## config.mk

```make
export PLATFORM = sky130hd
export DESIGN_NAME = shift_serial_tx
export DESIGN_NICKNAME = d
export VERILOG_FILES = /design/src/rtl/shift_serial_pkg.sv /design/src/rtl/bit_tick_gen.sv /design/src/rtl/shift_serial_tx.sv
export SDC_FILE = /design/constraint.sdc
export NUM_CORES = 1
export LEC_CHECK = 0
export BUFFER_PORTS_ARGS = -buffer_cell sky130_fd_sc_hd__buf_4
export CORE_MARGIN = 2
export CORE_UTILIZATION = 40
export DETAILED_ROUTE_END_ITERATION = 7
export PLACE_DENSITY = 0.69
export SYNTH_ARGS = -nofsm -noshare
export SYNTH_HDL_FRONTEND = slang
export SYNTH_SLANG_ARGS = --single-unit
```

## constraint.sdc

```tcl
create_clock -name clk -period 1.7 [get_ports clk]
set_clock_uncertainty 0.1 [all_clocks]
set_input_delay 0.17 -clock clk [delete_from_list [all_inputs] [get_ports clk]]
set_output_delay 0.17 -clock clk [all_outputs]
set_load 0.02 [all_outputs]
```

## src/rtl/shift_serial_pkg.sv

```systemverilog
// Shared definitions for the framed serial transmitter and its matching receiver:
// frame state encoding, line levels and counter sizing.
package shift_serial_pkg;

    typedef enum logic [1:0] {
        IDLE  = 2'd0,
        START = 2'd1,
        DATA  = 2'd2,
        STOP  = 2'd3
    } tx_state_t;

    localparam logic LINE_IDLE   = 1'b1;
    localparam logic START_LEVEL = 1'b0;
    localparam logic STOP_LEVEL  = 1'b1;

    // A one-clock bit period still needs a one-bit counter to keep the port legal.
    function automatic int tick_width(input int clks);
        return (clks <= 1) ? 1 : $clog2(clks);
    endfunction

endpackage

```

## src/rtl/bit_tick_gen.sv

```systemverilog
// Bit-period timer: counts CLKS_PER_BIT clocks and flags the last clock of each bit.
// Held at zero while clear is asserted so a new frame always starts on a full period.
module bit_tick_gen
    import shift_serial_pkg::*;
#(
    parameter int CLKS_PER_BIT = 4
) (
    input  logic clk,
    input  logic reset,
    input  logic clear,
    output logic bit_end
);

    localparam int TW = tick_width(CLKS_PER_BIT);
    localparam logic [TW-1:0] LAST_TICK = TW'(CLKS_PER_BIT - 1);

    logic [TW-1:0] tick_cnt;

    always_ff @(posedge clk) begin
        if (!reset) begin
            tick_cnt <= '0;
        end else if (clear || (tick_cnt == LAST_TICK)) begin
            tick_cnt <= '0;
        end else begin
            tick_cnt <= tick_cnt + TW'(1);
        end
    end

    assign bit_end = (tick_cnt == LAST_TICK);

endmodule

```

## src/rtl/shift_serial_tx.sv

```systemverilog
// Parallel-in, serial-out framed transmitter: start bit, WIDTH data bits, stop bit,
// each held CLKS_PER_BIT clocks, with a valid/ready load port and a done pulse.
module shift_serial_tx
    import shift_serial_pkg::*;
#(
    parameter int WIDTH        = 4,
    parameter int CLKS_PER_BIT = 4,
    parameter bit MSB_FIRST    = 1'b1
) (
    input  logic             clk,
    input  logic             reset,
    input  logic [WIDTH-1:0] data,
    input  logic             load_valid,
    output logic             load_ready,
    output logic             sdo,
    output logic             busy,
    output logic             done
);

    localparam int BW = $clog2(WIDTH + 1);
    localparam logic [BW-1:0] LAST_BIT = BW'(WIDTH - 1);

    tx_state_t        state, state_next;
    logic [WIDTH-1:0] shreg, shreg_next;
    logic [BW-1:0]    bit_cnt, bit_cnt_next;
    logic             done_q, done_next;
    logic             tick_clear;
    logic             bit_end;
    logic             head_bit;

    assign tick_clear = (state == IDLE);

    bit_tick_gen #(
        .CLKS_PER_BIT(CLKS_PER_BIT)
    ) u_tick (
        .clk    (clk),
        .reset  (reset),
        .clear  (tick_clear),
        .bit_end(bit_end)
    );

    assign head_bit = MSB_FIRST ? shreg[WIDTH-1] : shreg[0];

    always_ff @(posedge clk) begin
        if (!reset) begin
            state   <= IDLE;
            shreg   <= '0;
            bit_cnt <= '0;
            done_q  <= 1'b0;
        end else begin
            state   <= state_next;
            shreg   <= shreg_next;
            bit_cnt <= bit_cnt_next;
            done_q  <= done_next;
        end
    end

    // The register always shifts toward the head so the outgoing bit sits at a fixed index.
    always_comb begin
        state_next   = state;
        shreg_next   = shreg;
        bit_cnt_next = bit_cnt;
        done_next    = 1'b0;
        case (state)
            IDLE: begin
                if (load_valid) begin
                    shreg_next = data;
                    state_next = START;
                end
            end
            START: begin
                if (bit_end) begin
                    bit_cnt_next = '0;
                    state_next   = DATA;
                end
            end
            DATA: begin
                if (bit_end) begin
                    shreg_next   = MSB_FIRST ? (shreg << 1) : (shreg >> 1);
                    bit_cnt_next = bit_cnt + BW'(1);
                    if (bit_cnt == LAST_BIT) begin
                        state_next = STOP;
                    end
                end
            end
            STOP: begin
                if (bit_end) begin
                    state_next = IDLE;
                    done_next  = 1'b1;
                end
            end
            default: begin
                state_next = IDLE;
            end
        endcase
    end

    always_comb begin
        sdo = LINE_IDLE;
        case (state)
            IDLE:    sdo = LINE_IDLE;
            START:   sdo = START_LEVEL;
            DATA:    sdo = head_bit;
            STOP:    sdo = STOP_LEVEL;
            default: sdo = LINE_IDLE;
        endcase
    end

    assign load_ready = (state == IDLE);
    assign busy       = (state != IDLE);
    assign done       = done_q;

endmodule
```

* Yosys cells after proc, flatten, opt, wreduce, memory -nomap -nowiden *
Index checks and enable logic that the tools add are counted.

cells by class
  eq/ne operators = 10
  divide/modulo/power cells = 0
  $lt $le $gt $ge = 0
  shift operators = 0
  mux-type cells = 14
  $mul = 0
  reductions and logical operators = 11
  add/sub/neg operators = 2
  bitwise gates (word level) = 1

operator list
  operator                                                          number
  2-bit two-way mux                                                 5
  2-bit inequality test (second input constant)                     5
  4-bit two-way mux                                                 2
  2-bit one-hot mux with 4 select lines                             1
  4-bit one-hot mux with 2 select lines                             1
  2-bit == test (second input constant)                             3
  3-bit two-way mux                                                 2
  3-bit one-hot mux with 2 select lines                             1
  3-bit AND reduction                                               2
  2-bit nonzero test                                                3
  5-bit AND reduction                                               1
  2-bit OR reduction                                                2
  3-bit by 1-bit adder with 3-bit output (second input constant)    1
  3-bit by 2-bit == test with 1-bit output (second input constant)  1
  1-bit one-hot mux with 3 select lines                             1
  2-bit by 1-bit adder with 2-bit output (second input constant)    1
  2-bit by 1-bit == test with 1-bit output (second input constant)  1
  2-bit logical NOT                                                 1
  2-bit AND reduction                                               1
  1-bit logical OR                                                  1
  1-bit two-way mux                                                 1
  1-bit inverter                                                    1

word-level totals
  latch bits = 0
  bits of input ports = 7
  output and inout bits = 4
  memory bits (read-only) = 0
  word-level logic and storage cells = 43
  flip-flop bits (word level) = 12
  bits in writable memories = 0
  memories kept = 0

* Longest topological paths before layout *
  depth in word-level cells = 4
  gate-level depth with buffers = 6
  gate-level depth less buffers = 5

* Modules after synthesis *
A second synthesis with hierarchy kept.

unflattened totals
  cell total of the unflattened synthesis = 63
  area, all modules = 629.4 um2

by module, submodules not included
  module           sequential area each (um2)  area an instance (um2)  times used  cells each
  shift_serial_tx  200.2                       549.3                   1           58
  bit_tick_gen     40.0                        80.1                    1           5

* Least setup slack after synthesis *
OpenSTA, ideal clock, no wires.

  path kind = flip-flop to flip-flop
  start = reg state[0]
  end = reg state[0]
  cell stages (with the launch flop) = 7
  slack = 0.151 ns
  data required time = 1.514 ns
  period minus slack after synthesis = 1.549 ns
  data arrival time = 1.363 ns
  cell sequence = dfxtp_1 inv_1 ha_1 nand2b_1 buf_2 o211ai_1 a211oi_1

between the ends
  longest elaborated chain between the ends = 3
  elaborated cells on any way between the ends = 11
  classes of those cells = 8 x eq/ne; 1 x mux; 2 x reduce/logical

RTL lines
  element                          line                   RTL
  start, declared                  shift_serial_tx.sv:23  tx_state_t state, state_next;
  start signal, assigned           shift_serial_tx.sv:51  state <= state_next;
  2-bit logical NOT *              -
  via load_ready                   shift_serial_tx.sv:14  output logic load_ready,
  2-bit inequality test (no line)  -
  5-bit AND reduction (no line)    -

The timed path passes the listed nets; every way through them passes the cells marked *.
A chain may end at the register's enable or synchronous reset.

* Worst setup path after layout *
  start = reg state[0]
  end = out sdo

between the ends
  longest elaborated chain between the ends = 3
  elaborated cells on any way between the ends = 6
  classes of those cells = 3 x eq/ne; 1 x mux; 2 x reduce/logical

RTL lines
  element                                             line                    RTL
  2-bit == test or 2-bit logical NOT (tied branches)  shift_serial_tx.sv:100  case (state)
  2-bit OR reduction (no line)                        -
  1-bit one-hot mux with 3 select lines *             shift_serial_tx.sv:100
  end, declared                                       shift_serial_tx.sv:15   output logic sdo,

Mark *: on every way between the ends. The rest lies on a longest branch, timed or not.

==> impl_metrics.csv <==
group,metric,value,unit
pwr,peakVddDrop,960,µV
routing,via_per_inst,5.33,
routing,drt_iter0_drc,9,
routing,drc_errors,0,
yosys,async_reset_ff_share,0,%
yosys,synth_area_per_cell,10.2,µm²
yosys,synth_flop_cell,"dfxtp_1",
flow_run,maxCapViolCount,0,
routing,antenna_left,0,
worst_setup_path,cp.arrival,1330,ps
yosys,synth_cells,66,
global_route,use_met1,17.1,%
clock_network,htree_levels,1,
clock_network,cts.path.max_buffers,2,
timing,period_needed,1600,ps
global_route,grt_overflow_total,0,
global_route,grt-busiest-layer,"met2",
worst_setup_path,critical_path.slowest_cell,"dfxtp_1",
global_route,grt_pass1_wl,1880,µm
final_layout,drive_gt1_share,31.6,%
worst_hold_path,hp-class,"input port to register",
yosys,mappedNetlistArea,671,µm²
floorplan,die_height,44.9,µm
global_route,grt_util_met3,7.20,%
clock_network,clk_pin_slew,80,ps
routing,drtPass1Iterations,3,
yosys,yosysWarnings,0,
final_layout,syn_to_final_growth,19.0,%
worst_setup_path,critPathLaunch,"state[0]",
worst_setup_path,end_kind,"output pin",
clock_network,numCtsBuffers,3,
worst_setup_path,crit_chain,"inv_2, ha_1, a21oi_1, buf_4",
worst_setup_path,critical_path_class,"register to output pin",
yosys,ys_seq_area_share,35.8,%
floorplan,die_x,44.9,µm
yosys,yosys.area.top_type_share,35.8,%
yosys,synthDistinctLibCells,26,
floorplan,die-area,2020,µm²
run_status,status,"finished, final reports clean",
worst_setup_path,critPathLaunchType,"register",
timing,max_freq,626,MHz
yosys,mappedNetlistNets,82,
routing,wl,1210,µm
timing,hold_viol_final,0,
worst_setup_path,critPathMaxStageDelay,380,ps
clock_network,cts-root-buf,"clkbuf_4",
yosys,synth_top_cell_by_area,"dfxtp_1",
clock_network,worstSkewPairLatency,280,ps
pwr,leakagePower,0.334,nW
final_layout,diodes,0,
floorplan,core,1540,µm²
timing,period_share,94.0,%
floorplan,ioPinCount,11,
floorplan,num_rows,14,
clock_network,cts_sinks,12,
timing,slew_headroom,75.6,%
placement,portBuffers,10,
timing,maxSlewViolCount,0,
clock_network,cts_tree,"yes",
worst_setup_path,crit_fanout,5,
timing,setup_violations,0,
floorplan,start_util,43.5,%
routing,wire_per_inst,12.8,µm
global_route,grt_pass1_vias,431,
timing,tns,0,ps
worst_setup_path,r2r-start,"state[0]",
pwr,cellPowerDensity,1660,nW/µm²
yosys,ys_ff_latch,12,
worst_hold_path,hold_start,"reset",
clock_network,post_cts_buffers,0,
placement,gp_congestion,0.775,
global_route,grt_max_degree,11,
worst_setup_path,cp.required,1430,ps
timing,worst_slew_pin_slew,363,ps
global_route,antenna_found_initial,0,
timing,rsz0062_at_grt,"no",
yosys,synth_enable_flop_cells,0,
final_layout,final_nets,96,
placement,detailed_place_hpwl,847,µm
global_route,track_usage,13.1,%
timing,hold_slack,75.7,ps
yosys,netlist_top_cells_area,"dfxtp_1 36%, ha_1 17%, mux2i_1 6.0%",
global_route,met2_usage,19.4,%
routing,vias,506,
metal layers:
layer,part of all wire (%),vias to the layer above
li1,-,266
met1,46,228
met2,48,12
met3,5.8,0
met4,0,0
met5,0,-
synthesized netlist by cell type, types with 2 or more instances:
master	count
buf_6	2
a311oi_1	3
a21oi_1	6
nand3b_1	2
nor2_1	2
nand2b_1	2
dfxtp_1	12
nand2_1	5
ha_1	9
inv_1	4
mux2i_1	4
power by group:
part	internal, mW	leakage [nW]	switching [mW]
sequential	0.355	0.0986	0.0463
combinational	0.324	0.214	0.369
clock	0.130	0.0210	0.101
logic make-up after synthesis:
family	share of synthesized area [%]
simple gates	15.1
buf+inv	6.90
compound gates	17.2
mux	8.21
fa+ha+maj	16.8
flops	35.8
stage by stage:
step	cell area (µm²)	total power, mW	instances	setup slack (ps)	util (%)
5_1_grt	798	1.43	95	29.2	51.8
3_3_place_gp	753	1.08	91	72.1	48.9
4_1_cts	790	1.32	95	53.7	51.2
6_report	798	1.33	95	102	51.8
2_1_floorplan	671	0.906	66	151	-
3_5_place_dp	753	1.08	91	83.6	48.9
sequential cells by signal, indices dropped and copies added, names as in the netlist:
signal           flops
state                2
done                 1
u_tick.tick_cnt      2
shreg                4
bit_cnt              3
critical path: cells and delay by family, from the launching register on:
kind | cells | cell delay [ps]
AO/OA/AOI/OAI | 1 | 130
flip-flops | 1 | 380
adder cells (fa/ha/maj) | 1 | 310
buffers and inverters | 2 | 230
final timing paths:
| path | to | cells after the start | slack, ps |
|---|---|---|---|
| min | state[1] | 3 | 80 |
| min reg2reg | u_tick.tick_cnt[0] | 1 | 330 |
| max reg2reg | shreg[1] | 4 | 190 |
| max | sdo | 4 | 100 |
cell type report:
type / count / area (µm²)
flip-flops and latches: 12 / 241
inverters: 5 / 18.8
repair buffers: 12 / 90.1
multi-input cells: 46 / 392
fillers: 162 / 743
well taps: 16 / 20.0
clock buffers: 4 / 36.3
cell usage in the layout, fill, tap and decap left out, types with 2 or more instances in the layout:
| cell type | netlist | final |
|---|---|---|
| dfxtp_1 | 12 | 11 |
| clkbuf_4 | 0 | 3 |
| buf_4 | 0 | 12 |
| nand3b_1 | 2 | 2 |
| a311oi_1 | 3 | 3 |
| a21oi_1 | 6 | 6 |
| mux2i_1 | 4 | 4 |
| nand2_1 | 5 | 5 |
| ha_1 | 9 | 7 |
| nor2_1 | 2 | 2 |
| inv_1 | 4 | 3 |
| ha_2 | 0 | 2 |
what timing repair did:
action                                  4_1_cts  5_1_grt
resized for setup                             0        5
hold buffers                                  0        0
endpoints found under the setup margin        0        4
endpoints found under the hold margin         0        0
Power figures use the tool's default switching activity.
